<file path="src/rtl/input_debounce2.sv">
// Two-channel push-button debouncer: 2-flop synchronizer plus a confirm-count FSM per channel.
// Optional rise/fall edge pulses are built when DEBOUNCE_EDGE_PULSE_EN is defined.

module input_debounce2_chan #(
    parameter int STABLE_CYCLES = 8
) (
    input  logic clk,
    input  logic rst,
    input  logic ena,
    input  logic raw,
    output logic clean,
    output logic rise,
    output logic fall
);

    // state     | meaning
    // STABLE_LO | clean=0, waiting for a high sample
    // CHK_HI    | clean=0, counting consecutive high samples
    // STABLE_HI | clean=1, waiting for a low sample
    // CHK_LO    | clean=1, counting consecutive low samples
    typedef enum logic [1:0] {
        STABLE_LO = 2'd0,
        CHK_HI    = 2'd1,
        STABLE_HI = 2'd2,
        CHK_LO    = 2'd3
    } state_t;

    localparam logic [7:0] LAST_CNT = 8'(STABLE_CYCLES - 1);

    logic   s1_q, s2_q;
    state_t state_q, state_d;
    logic [7:0] cnt_q, cnt_d;
    logic   clean_q, clean_d;

    always_comb begin
        state_d = state_q;
        cnt_d   = cnt_q;
        clean_d = clean_q;
        case (state_q)
            STABLE_LO: begin
                cnt_d = 8'd0;
                if (ena && s2_q) begin
                    state_d = CHK_HI;
                    cnt_d   = 8'd1;
                end
            end
            STABLE_HI: begin
                cnt_d = 8'd0;
                if (ena && !s2_q) begin
                    state_d = CHK_LO;
                    cnt_d   = 8'd1;
                end
            end
            CHK_HI: begin
                if (!ena || !s2_q) begin
                    state_d = STABLE_LO;
                    cnt_d   = 8'd0;
                end else if (cnt_q == LAST_CNT) begin
                    state_d = STABLE_HI;
                    cnt_d   = 8'd0;
                    clean_d = 1'b1;
                end else begin
                    cnt_d = cnt_q + 8'd1;
                end
            end
            CHK_LO: begin
                if (!ena || s2_q) begin
                    state_d = STABLE_HI;
                    cnt_d   = 8'd0;
                end else if (cnt_q == LAST_CNT) begin
                    state_d = STABLE_LO;
                    cnt_d   = 8'd0;
                    clean_d = 1'b0;
                end else begin
                    cnt_d = cnt_q + 8'd1;
                end
            end
            default: begin
                state_d = STABLE_LO;
                cnt_d   = 8'd0;
                clean_d = 1'b0;
            end
        endcase
    end

    always_ff @(posedge clk) begin
        if (rst) begin
            s1_q    <= 1'b0;
            s2_q    <= 1'b0;
            state_q <= STABLE_LO;
            cnt_q   <= 8'd0;
            clean_q <= 1'b0;
        end else begin
            s1_q    <= raw;
            s2_q    <= s1_q;
            state_q <= state_d;
            cnt_q   <= cnt_d;
            clean_q <= clean_d;
        end
    end

    assign clean = clean_q;

`ifdef DEBOUNCE_EDGE_PULSE_EN
    logic rise_q, rise_d, fall_q, fall_d;

    // Registered from the next-level compare so the pulse lines up with clean.
    always_comb begin
        rise_d = clean_d & ~clean_q;
        fall_d = ~clean_d & clean_q;
    end

    always_ff @(posedge clk) begin
        if (rst) begin
            rise_q <= 1'b0;
            fall_q <= 1'b0;
        end else begin
            rise_q <= rise_d;
            fall_q <= fall_d;
        end
    end

    assign rise = rise_q;
    assign fall = fall_q;
`else
    assign rise = 1'b0;
    assign fall = 1'b0;
`endif

endmodule

module input_debounce2 #(
    parameter int STABLE_CYCLES = 8
) (
    input  logic clk,
    input  logic rst,
    input  logic ena,
    input  logic raw_a,
    input  logic raw_b,
    output logic clean_a,
    output logic clean_b,
    output logic rise_a,
    output logic rise_b,
    output logic fall_a,
    output logic fall_b
);

    input_debounce2_chan #(.STABLE_CYCLES(STABLE_CYCLES)) u_chan_a (
        .clk   (clk),
        .rst   (rst),
        .ena   (ena),
        .raw   (raw_a),
        .clean (clean_a),
        .rise  (rise_a),
        .fall  (fall_a)
    );

    input_debounce2_chan #(.STABLE_CYCLES(STABLE_CYCLES)) u_chan_b (
        .clk   (clk),
        .rst   (rst),
        .ena   (ena),
        .raw   (raw_b),
        .clean (clean_b),
        .rise  (rise_b),
        .fall  (fall_b)
    );

endmodule

</file>
<file path="config.mk">
export PLATFORM = sky130hd
export DESIGN_NAME = input_debounce2
export DESIGN_NICKNAME = d
export VERILOG_FILES = /design/src/rtl/input_debounce2.sv
export SDC_FILE = /design/constraint.sdc
export NUM_CORES = 1
export LEC_CHECK = 0
export CAP_MARGIN = 20
export CORE_MARGIN = 5
export CORE_UTILIZATION = 40
export DETAILED_ROUTE_END_ITERATION = 10
export PLACE_DENSITY = 0.58
export SYNTH_ARGS = -nofsm -noshare
export SYNTH_HDL_FRONTEND = slang
export SYNTH_HIERARCHICAL = 1
export SYNTH_SLANG_ARGS = --single-unit
</file>
<file path="constraint.sdc">
create_clock -name clk -period 2.7 [get_ports clk]
set_input_delay 0.54 -clock clk [delete_from_list [all_inputs] [get_ports clk]]
set_output_delay 0.54 -clock clk [all_outputs]
set_load 0.005 [all_outputs]
</file>
==> metrics.txt <==
Mapped Avg Cell Area=between 9 and 10 um^2; max-cap violations=0; fin crit share=between 60 and 70%; cell accounting for the most synthesized area=dfxtp_1; Post-synth EDFFs=0; warnings from Yosys=6; HP Start=u_chan_a/s1_q; HP Class=register to register; Final Hold Viols=0; setup TNS=0 ns; CP Cell Sequence=clkdlybuf4s50_1 -> or3b_2 -> or4_1 -> nand3_1; number of diodes=0; GRT Max-Usage Layer=met2; core area=around 3000 um^2; status=completed; H-tree depth=1; Die X-Extent=65.8 um; Synth area leaders=dfxtp_1 (42%), nand3_1 (5.2%), xor2_1 (4.9%), a211oi_1 (3.0%), or3_1 (3.0%); drt initial violations=75; met1 usage=15.8%; post-synthesis sequential element count=26; Final Setup Violations=0; PnR worst setup slack=between 0.8 and 0.9 ns; CTS Sinks=26; Via density=~5.3; CP max stage delay=slightly below 0.6 ns; met3 Use GR=4.42%; Final Power=0.000677 W; crit end category=register; Yosys top cell area share=a little over two fifths; Total GRT Usage=a little under an eighth; Leak=roughly 0.48 nW; number of detailed-route iterations in the first pass=4; worst-margin pin slew=just under 0.5 ns; # IOs=11; f_max=about 0.53 GHz; CTS resizes=0; pwr dens=~490 nW/um^2; Setup Skew=about 0.0052 ns; port bufs=6; remaining global-route overflow=0; post-synthesis async set-or-reset flop share=0%; Unique masters post-synth=just over 40; Commonest cells post-synth=dfxtp_1 (26), nand3_1 (13); Cell Area, Synth=~1200 um^2; largest net degree at the start of global routing=16; Crit path arrival time=roughly 2.2 ns; Residual DRC=0; Max IR drop VDD=around 0.38 mV; Seq/Total Area, Yosys=between 40% and 50%; Hold Buf Count CTS=0; die area=approximately 4300 um^2; Starting Density=between 40 and 50%; cells after synthesis=around 140; pre-CTS setup slack=0.496 ns; DIE HEIGHT=about 66 um; CTS tree=built; Tmin final=1.88 ns; Rel. slew slack=between 60% and 70%; Final Core Density=a little under half; WL final=2280 um; postcts setup bufs=0; clock root buffer=clkbuf_4; Final nets=approximately 150; most common cell in the netlist=dfxtp_1; Layout area overhead=10.9%; first-pass GRT wire length=approximately 4000 um; vias post-DR=between 900 and 1000; Worst-path clk slew=around 0.14 ns; CTS buffer count=3; Detail Placement HPWL=about 1600 um; CP startpoint=rst; Final GP Congestion=0.796; CP max-delay cell=clkdlybuf4s50_1; met2 Use GR=17.1%; RSZ-0062 raised after global routing=false; Max clock buf depth=2; Worst-Skew Late Latency=about 0.32 ns; r2r setup slk=1.00 ns; vias in the first global route=between 800 and 900; post-route ant nets=0; worst r2r src=u_chan_b/cnt_q[0]; antenna violations before repair=0; Crit Path Max Fanout=11; final slew viol count=0; main flop type after synthesis=dfxtp_1; critical path class=input port to register; site row count=20; ratio of cells with drive above 1 in the final layout=~7.6%; wire per inst=approximately 12 um; placed cell areas=1330 um^2; post-route cell area=approximately 1400 um^2; crit path launch type=input port; Worst EP required=around 3.0 ns
## worst max-delay path, delay by kind of cell
family / cells / cell delay (ns)
simple gates: 3 / 1.02
buf+inv: 1 / 0.59
## sequential cells by signal, summed over array words and instances (netlist names), named ones only
name / cells
u_chan_a/state_q: 1
u_chan_b/s2_q: 1
u_chan_a/s1_q: 1
u_chan_b/s1_q: 1
u_chan_b/clean: 1
u_chan_a/clean: 1
u_chan_b/state_q: 1
u_chan_b/cnt_q: 8
u_chan_a/cnt_q: 8
u_chan_a/s2_q: 1
## stage by stage
stage,std cells,hold slack [ns]
after floorplan,140,0.414
after global placement,184,0.431
after detailed placement,184,0.425
after CTS,188,0.458
after global routing,188,0.475
final,188,0.454
## cell type report
cell class,instances,area [um^2]
repair buffers,6,60.1
flip-flops and latches,26,520
well taps,44,55.1
multi-input cells,101,666
clock inverters,1,30.0
inverters,7,26.3
fillers,307,1650
clock buffers,3,22.5
## worst paths after layout
path | cells past startpoint | endpoint
worst max-delay path | 4 | u_chan_b/clean
worst min-delay path | 1 | u_chan_a/s2_q
worst max register to register | 4 | u_chan_b/clean
worst min register to register | 1 | u_chan_a/s2_q
## routing by layer
layer | up-vias | share of wire [%] | wire, um
met5 | - | 0 | 0
met4 | 0 | 0.57 | 13
met3 | 2 | 4.4 | 100
met2 | 23 | 44 | 996
met1 | 462 | 51 | 1170
li1 | 510 | - | -
## power breakdown
part / switching [W] / internal, W / leakage [nW]
Sequential: 0.00000358 / 0.000388 / 0.210
Clock: 0.000115 / 0.000150 / 0.0279
Combinational: 0.0000101 / 0.00000975 / 0.244
Total: 0.000129 / 0.000547 / 0.482
## kinds of logic after synthesis
logic type / synth area share (%)
buffers and inverters: 5.33
AO/OA/AOI/OAI: 16.4
AND/OR/NAND/NOR: 28.2
flip-flops: 41.8
other: 0.603
XOR/XNOR: 5.63
adder cells (fa/ha/maj): 2.01
## cell usage in the layout, fill, tap and decap left out, types with 5 or more instances in the layout
cell type | netlist | final
nand3_1 | 13 | 13
xor2_1 | 7 | 7
nor2_1 | 5 | 5
a211oi_1 | 5 | 5
clkdlybuf4s50_1 | 0 | 6
or3_1 | 6 | 6
nand2_1 | 7 | 7
a21oi_1 | 6 | 6
inv_1 | 7 | 7
o21ai_0 | 7 | 7
dfxtp_1 | 26 | 26
nor2b_1 | 5 | 5
(Power assumes the default switching activity.)
